$ cat src/rtl/coin_accumulator.sv
// Coin front-end for the vending machine: validates coins, keeps a running total, locks/refunds.
// Optional inactivity auto-refund is built when COIN_TIMEOUT_EN is defined.
module coin_accumulator #(
  parameter int MAX_TOTAL      = 100,
  parameter int TIMEOUT_CYCLES = 1000,
  parameter int TMR_W          = 10
) (
  input  logic       clk,
  input  logic       rst,
  input  logic       coin_valid,
  input  logic [2:0] coin_type,
  input  logic       lock,
  // "release" is a reserved word in SystemVerilog, hence the suffix
  input  logic       release_done,
  input  logic       cancel,
  output logic [6:0] total_coin_value,
  output logic       coin_accept,
  output logic       coin_reject,
  output logic       refund_valid,
  output logic [6:0] refund_amount,
  output logic [1:0] acc_state
);

  typedef enum logic [1:0] {
    S_IDLE   = 2'd0,
    S_ACCUM  = 2'd1,
    S_LOCK   = 2'd2,
    S_REFUND = 2'd3
  } state_t;

  // Bad parameter sets leave a marker block in the elaborated hierarchy.
  if (MAX_TOTAL > 127 || (2 ** TMR_W) < TIMEOUT_CYCLES) begin : g_bad_params
  end

  state_t     state_q, state_d;
  logic [6:0] total_q, total_d;
  logic       accept_q, accept_d;
  logic       reject_q, reject_d;
  logic       refund_valid_q, refund_valid_d;
  logic [6:0] refund_amount_q, refund_amount_d;

  logic [5:0] coin_val;
  logic       code_ok;
  logic [7:0] sum;
  logic       coin_ok;

`ifdef COIN_TIMEOUT_EN
  logic [TMR_W-1:0] timer_q, timer_d;
  logic             timeout_hit;
`endif

  always_comb begin
    coin_val = 6'd0;
    code_ok  = 1'b1;
    case (coin_type)
      3'd0:    coin_val = 6'd1;
      3'd1:    coin_val = 6'd2;
      3'd2:    coin_val = 6'd5;
      3'd3:    coin_val = 6'd10;
      3'd4:    coin_val = 6'd20;
      3'd5:    coin_val = 6'd50;
      default: code_ok  = 1'b0;
    endcase
    // 8-bit sum so an overflowing coin is caught instead of wrapping
    sum     = {1'b0, total_q} + {2'b00, coin_val};
    coin_ok = coin_valid && code_ok && (sum <= 8'(MAX_TOTAL));
  end

`ifdef COIN_TIMEOUT_EN
  assign timeout_hit = (timer_q == TMR_W'(TIMEOUT_CYCLES - 1)) &&
                       !coin_valid && !lock && !cancel;
`endif

  always_comb begin
    state_d         = state_q;
    total_d         = total_q;
    accept_d        = 1'b0;
    reject_d        = 1'b0;
    refund_valid_d  = 1'b0;
    refund_amount_d = 7'd0;
`ifdef COIN_TIMEOUT_EN
    timer_d         = '0;
`endif
    case (state_q)
      S_IDLE: begin
        if (cancel) begin
          reject_d = coin_valid;
        end else if (lock) begin
          state_d  = S_LOCK;
          reject_d = coin_valid;
        end else if (coin_valid) begin
          if (coin_ok) begin
            accept_d = 1'b1;
            total_d  = sum[6:0];
            state_d  = S_ACCUM;
          end else begin
            reject_d = 1'b1;
          end
        end
      end
      S_ACCUM: begin
        if (cancel) begin
          state_d         = S_REFUND;
          refund_valid_d  = 1'b1;
          refund_amount_d = total_q;
          total_d         = 7'd0;
          reject_d        = coin_valid;
        end else if (lock) begin
          state_d  = S_LOCK;
          reject_d = coin_valid;
        end else begin
`ifdef COIN_TIMEOUT_EN
          timer_d = timer_q + 1'b1;
          if (timeout_hit) begin
            state_d         = S_REFUND;
            refund_valid_d  = 1'b1;
            refund_amount_d = total_q;
            total_d         = 7'd0;
          end
`endif
          if (coin_valid) begin
            if (coin_ok) begin
              accept_d = 1'b1;
              total_d  = sum[6:0];
`ifdef COIN_TIMEOUT_EN
              timer_d  = '0;
`endif
            end else begin
              reject_d = 1'b1;
            end
          end
        end
      end
      S_LOCK: begin
        reject_d = coin_valid;
        if (cancel) begin
          state_d         = S_REFUND;
          refund_valid_d  = 1'b1;
          refund_amount_d = total_q;
          total_d         = 7'd0;
        end else if (release_done) begin
          state_d = S_IDLE;
          total_d = 7'd0;
        end
      end
      default: begin
        // REFUND is a single cycle; total was already cleared on entry
        reject_d = coin_valid;
        state_d  = S_IDLE;
      end
    endcase
  end

  always_ff @(posedge clk) begin
    if (!rst) begin
      state_q         <= S_IDLE;
      total_q         <= 7'd0;
      accept_q        <= 1'b0;
      reject_q        <= 1'b0;
      refund_valid_q  <= 1'b0;
      refund_amount_q <= 7'd0;
`ifdef COIN_TIMEOUT_EN
      timer_q         <= '0;
`endif
    end else begin
      state_q         <= state_d;
      total_q         <= total_d;
      accept_q        <= accept_d;
      reject_q        <= reject_d;
      refund_valid_q  <= refund_valid_d;
      refund_amount_q <= refund_amount_d;
`ifdef COIN_TIMEOUT_EN
      timer_q         <= timer_d;
`endif
    end
  end

  assign total_coin_value = total_q;
  assign coin_accept      = accept_q;
  assign coin_reject      = reject_q;
  assign refund_valid     = refund_valid_q;
  assign refund_amount    = refund_amount_q;
  assign acc_state        = state_q;

endmodule

$ cat config.mk
export PLATFORM = sky130hd
export DESIGN_NAME = coin_accumulator
export DESIGN_NICKNAME = d
export VERILOG_FILES = /design/src/rtl/coin_accumulator.sv
export SDC_FILE = /design/constraint.sdc
export NUM_CORES = 1
export LEC_CHECK = 0
export BUFFER_PORTS_ARGS = -buffer_cell sky130_fd_sc_hd__buf_2
export CORE_ASPECT_RATIO = 1.1
export CORE_MARGIN = 2
export CORE_UTILIZATION = 54
export CTS_BUF_LIST = sky130_fd_sc_hd__clkbuf_4 sky130_fd_sc_hd__clkbuf_8 sky130_fd_sc_hd__clkbuf_16
export CTS_CLUSTER_DIAMETER = 150
export DETAILED_ROUTE_END_ITERATION = 16
export PLACE_DENSITY = 0.79
export SLEW_MARGIN = 20
export SYNTH_ARGS = -nofsm -noshare
export SYNTH_HDL_FRONTEND = slang
export SYNTH_SLANG_ARGS = --single-unit
$ cat constraint.sdc
create_clock -name clk -period 3.85 [get_ports clk]
set_input_delay 1.155 -clock clk [delete_from_list [all_inputs] [get_ports clk]]
set_output_delay 1.155 -clock clk [all_outputs]
set_load 0.03 [all_outputs]
==> impl_metrics.yaml <==
logic_synthesis:
  synthTopCellsByArea: "dfxtp_1 29%, ha_1 9.5%, nand2_1 5.4%"
  synth-seq-area-share_pct: 28.9
  syn_inst: 147
  async_reset_ff_share_pct: 0
  synthesis.area_um2: 1320
  synth_top_family_by_area: "simple AND/OR/NAND/NOR gates"
  syn_nets: 167
  synth_top_cell_area_share_pct: 28.9
  synth_fa_ha_area_share_pct: 11.0
  yosys.area_share.simple_pct: 25.5
  synth_warnings: 0
  yosysUniqueCellTypes: 40
  synth_top_area_cell: "dfxtp_1"
  synth_compound_area_share_pct: 25.0
  muxShareOfSynthArea_pct: 1.52
  synthXorXnorAreaFrac_pct: 2.66
  ys.flop_type: "dfxtp_1"
  synth_seq_cells: 19
  synth_area_per_cell_um2: 8.96
  synth-edff-count: 0
cts:
  numCtsBuffers: 3
  cts.sinks: 19
  cts_post_setup_buffers_inserted: 0
  clk_latency_ns: 0.29
  path_clk_slew_ns: 0.10
  tritoncts: "built"
  postCtsHoldBufs: 0
  cts-resized-gates: 0
  htree_levels: 1
  cts_root_buffer: "clkbuf_4"
  cts_buffer_depth: 2
timing:
  setup_viol: 0
  finalHoldViolations: 0
  slew_violations: 0
  clock.fmax_mhz: 297
  worst_slack_ns: 0.487
  period_needed_ns: 3.36
  post-route-period-util_pct: 87.3
  tns_ns: 0
  worstMarginPinSlew_ns: 0.460
  skew_ns: 0.00780
  grt_setup_unrepaired: "false"
  slew_headroom_pct: 69.1
worst_setup_path:
  startpoint_type: "input port"
  worstSetupPathType: "in2reg"
  critPathMaxFanout: 7
  cp-end-kind: "register"
  cp_slowest_cell: "fa_1"
  path_buf_inv: 2
  crit_arrival_ns: 3.55
  critPathRequiredTime_ns: 4.04
  cpPeakStageDelay_ns: 0.39
  critPathTopFamily: "compound AO/OA/AOI/OAI gates"
  path_common_cell: "a311o_1"
  path_cells: "buf_2 -> nor2_1 -> ha_1 -> inv_1 -> fa_1 -> nand2b_1 -> a311o_1 -> a311o_1 -> o2111ai_4 -> and2_4 -> o22ai_4"
floorplan:
  placementRows: 18
  initial_utilization_pct: 57.9
  top_level_ports: 28
  die_h_um: 55.8
  core_area_um2: 2270
  die_area_um2: 2850
  fp.dieW_um: 51.1
min_path:
  hold_class: "reg2reg"
global_route:
  grt_pass1_vias: 1026
  grt_pass1_wl_um: 4580
  grt_max_degree: 12
  grt_use_total_pct: 20.8
  grt_antenna_before_repair: 0
  grt_overflow_total: 0
route:
  detail_route.drc_violations: 0
  drtIter0Drc: 32
  wl_per_cell_um: 13.0
  final_antenna_net_count: 0
  finalWirelength_um: 2690
  vias: 1118
  vias_per_cell: 5.43
  first_pass_iters: 4
final_layout:
  drive_above_1_share_pct: 25.6
  layout_commonest_cell: "buf_2"
  layout_common_cells: "27 x buf_2, 19 x nand2_1, 19 x dfxtp_1, 13 x inv_1, 11 x and2_1"
  syn_to_final_growth_pct: 13.4
  antenna_cells: 0
  nNetsFinal: 197
placement:
  place.gp.congestion: 0.834
  numPortBuffers: 27
  dp_hpwl_um: 2240
  place_ws_ns: 0.186
run:
  drv_cap: 0
power_and_ir_drop:
  vdd_drop_max_mv: 0.243
  powerDensity_nw_per_um2: 338
  p_leak_nw: 0.676
outcome:
  status: "finished clean"
## per-stage QoR
| step | total power, mW | util, % | area, um^2 | cells | hold slack (ns) |
|---|---|---|---|---|---|
| final | 0.505 | 65.7 | 1490 | 206 | 0.521 |
| after global routing | 0.536 | 65.7 | 1490 | 206 | 0.553 |
| after CTS | 0.510 | 65.7 | 1490 | 206 | 0.523 |
| after detailed placement | 0.415 | 64.5 | 1470 | 202 | 0.507 |
| after global placement | 0.408 | 64.5 | 1470 | 202 | 0.499 |
| after floorplan | 0.371 | - | 1320 | 147 | 0.617 |
## metal layers
layer  up-vias  part of all wire (%)  GRT usage (%)
li1        579                     -              -
met1       510                    47           28.1
met2        25                    48           33.4
met3         4                   3.1           1.61
met4         0                   1.7           9.27
met5         -                     0              0
## registers in the layout (all words and copies together), names as in the netlist
signal and count:
coin_reject 1, refund_amount 7, coin_accept 1, acc_state 2
refund_valid 1, total_coin_value 7
## cell type report
class | instances | area (um^2)
flip-flops and latches | 19 | 380
fillers | 202 | 781
repair buffers | 27 | 135
multi-input cells | 113 | 865
clock inverters | 1 | 5.00
well taps | 30 | 37.5
clock buffers | 3 | 22.5
inverters | 13 | 48.8
## where the power goes
group	switching, mW	internal, mW
clock network	0.0549	0.0387
registers	0.0113	0.208
logic	0.120	0.0732
total	0.186	0.320
## cell usage after synthesis (2+ instances only)
library cell  number
dfxtp_1           19
nand2_1           19
inv_1             13
and2_1            11
ha_1              10
nor2_1             8
nor2b_1            7
o21ai_0            7
a21oi_1            5
o22ai_2            5
xnor2_1            3
a21o_1             2
a221o_1            2
a311o_1            2
and3_1             2
mux2i_1            2
nand2b_1           2
nor3_1             2
nor3b_1            2
nor4_1             2
o211ai_1           2
o21ai_2            2
## path summary, 6_finish.rpt
check                      start                  end  slack [ns]  cells after the start
max                 coin_type[2]  total_coin_value[3]        0.49                     11
min          total_coin_value[3]     refund_amount[3]        0.52                      1
max reg2reg  total_coin_value[0]  total_coin_value[3]        1.19                      9
min reg2reg  total_coin_value[3]     refund_amount[3]        0.52                      1
## kinds of logic (layout without fill, tap and decap cells)
family | after synthesis | in the layout
buf+inv | 15 | 44
simple gates | 61 | 61
compound gates | 35 | 35
fa+ha+maj | 11 | 11
flops | 19 | 19
mux | 2 | 2
xor+xnor | 4 | 4
## worst register-to-register path, delay by kind of cell, from the launching register on
| kind | cells | cell delay, ns |
|---|---|---|
| fa+ha+maj | 2 | 0.59 |
| compound gates | 4 | 1.02 |
| flops | 1 | 0.39 |
| simple gates | 2 | 0.50 |
| buf+inv | 1 | 0.06 |
Note: power is estimated with default switching activity, not from simulation.
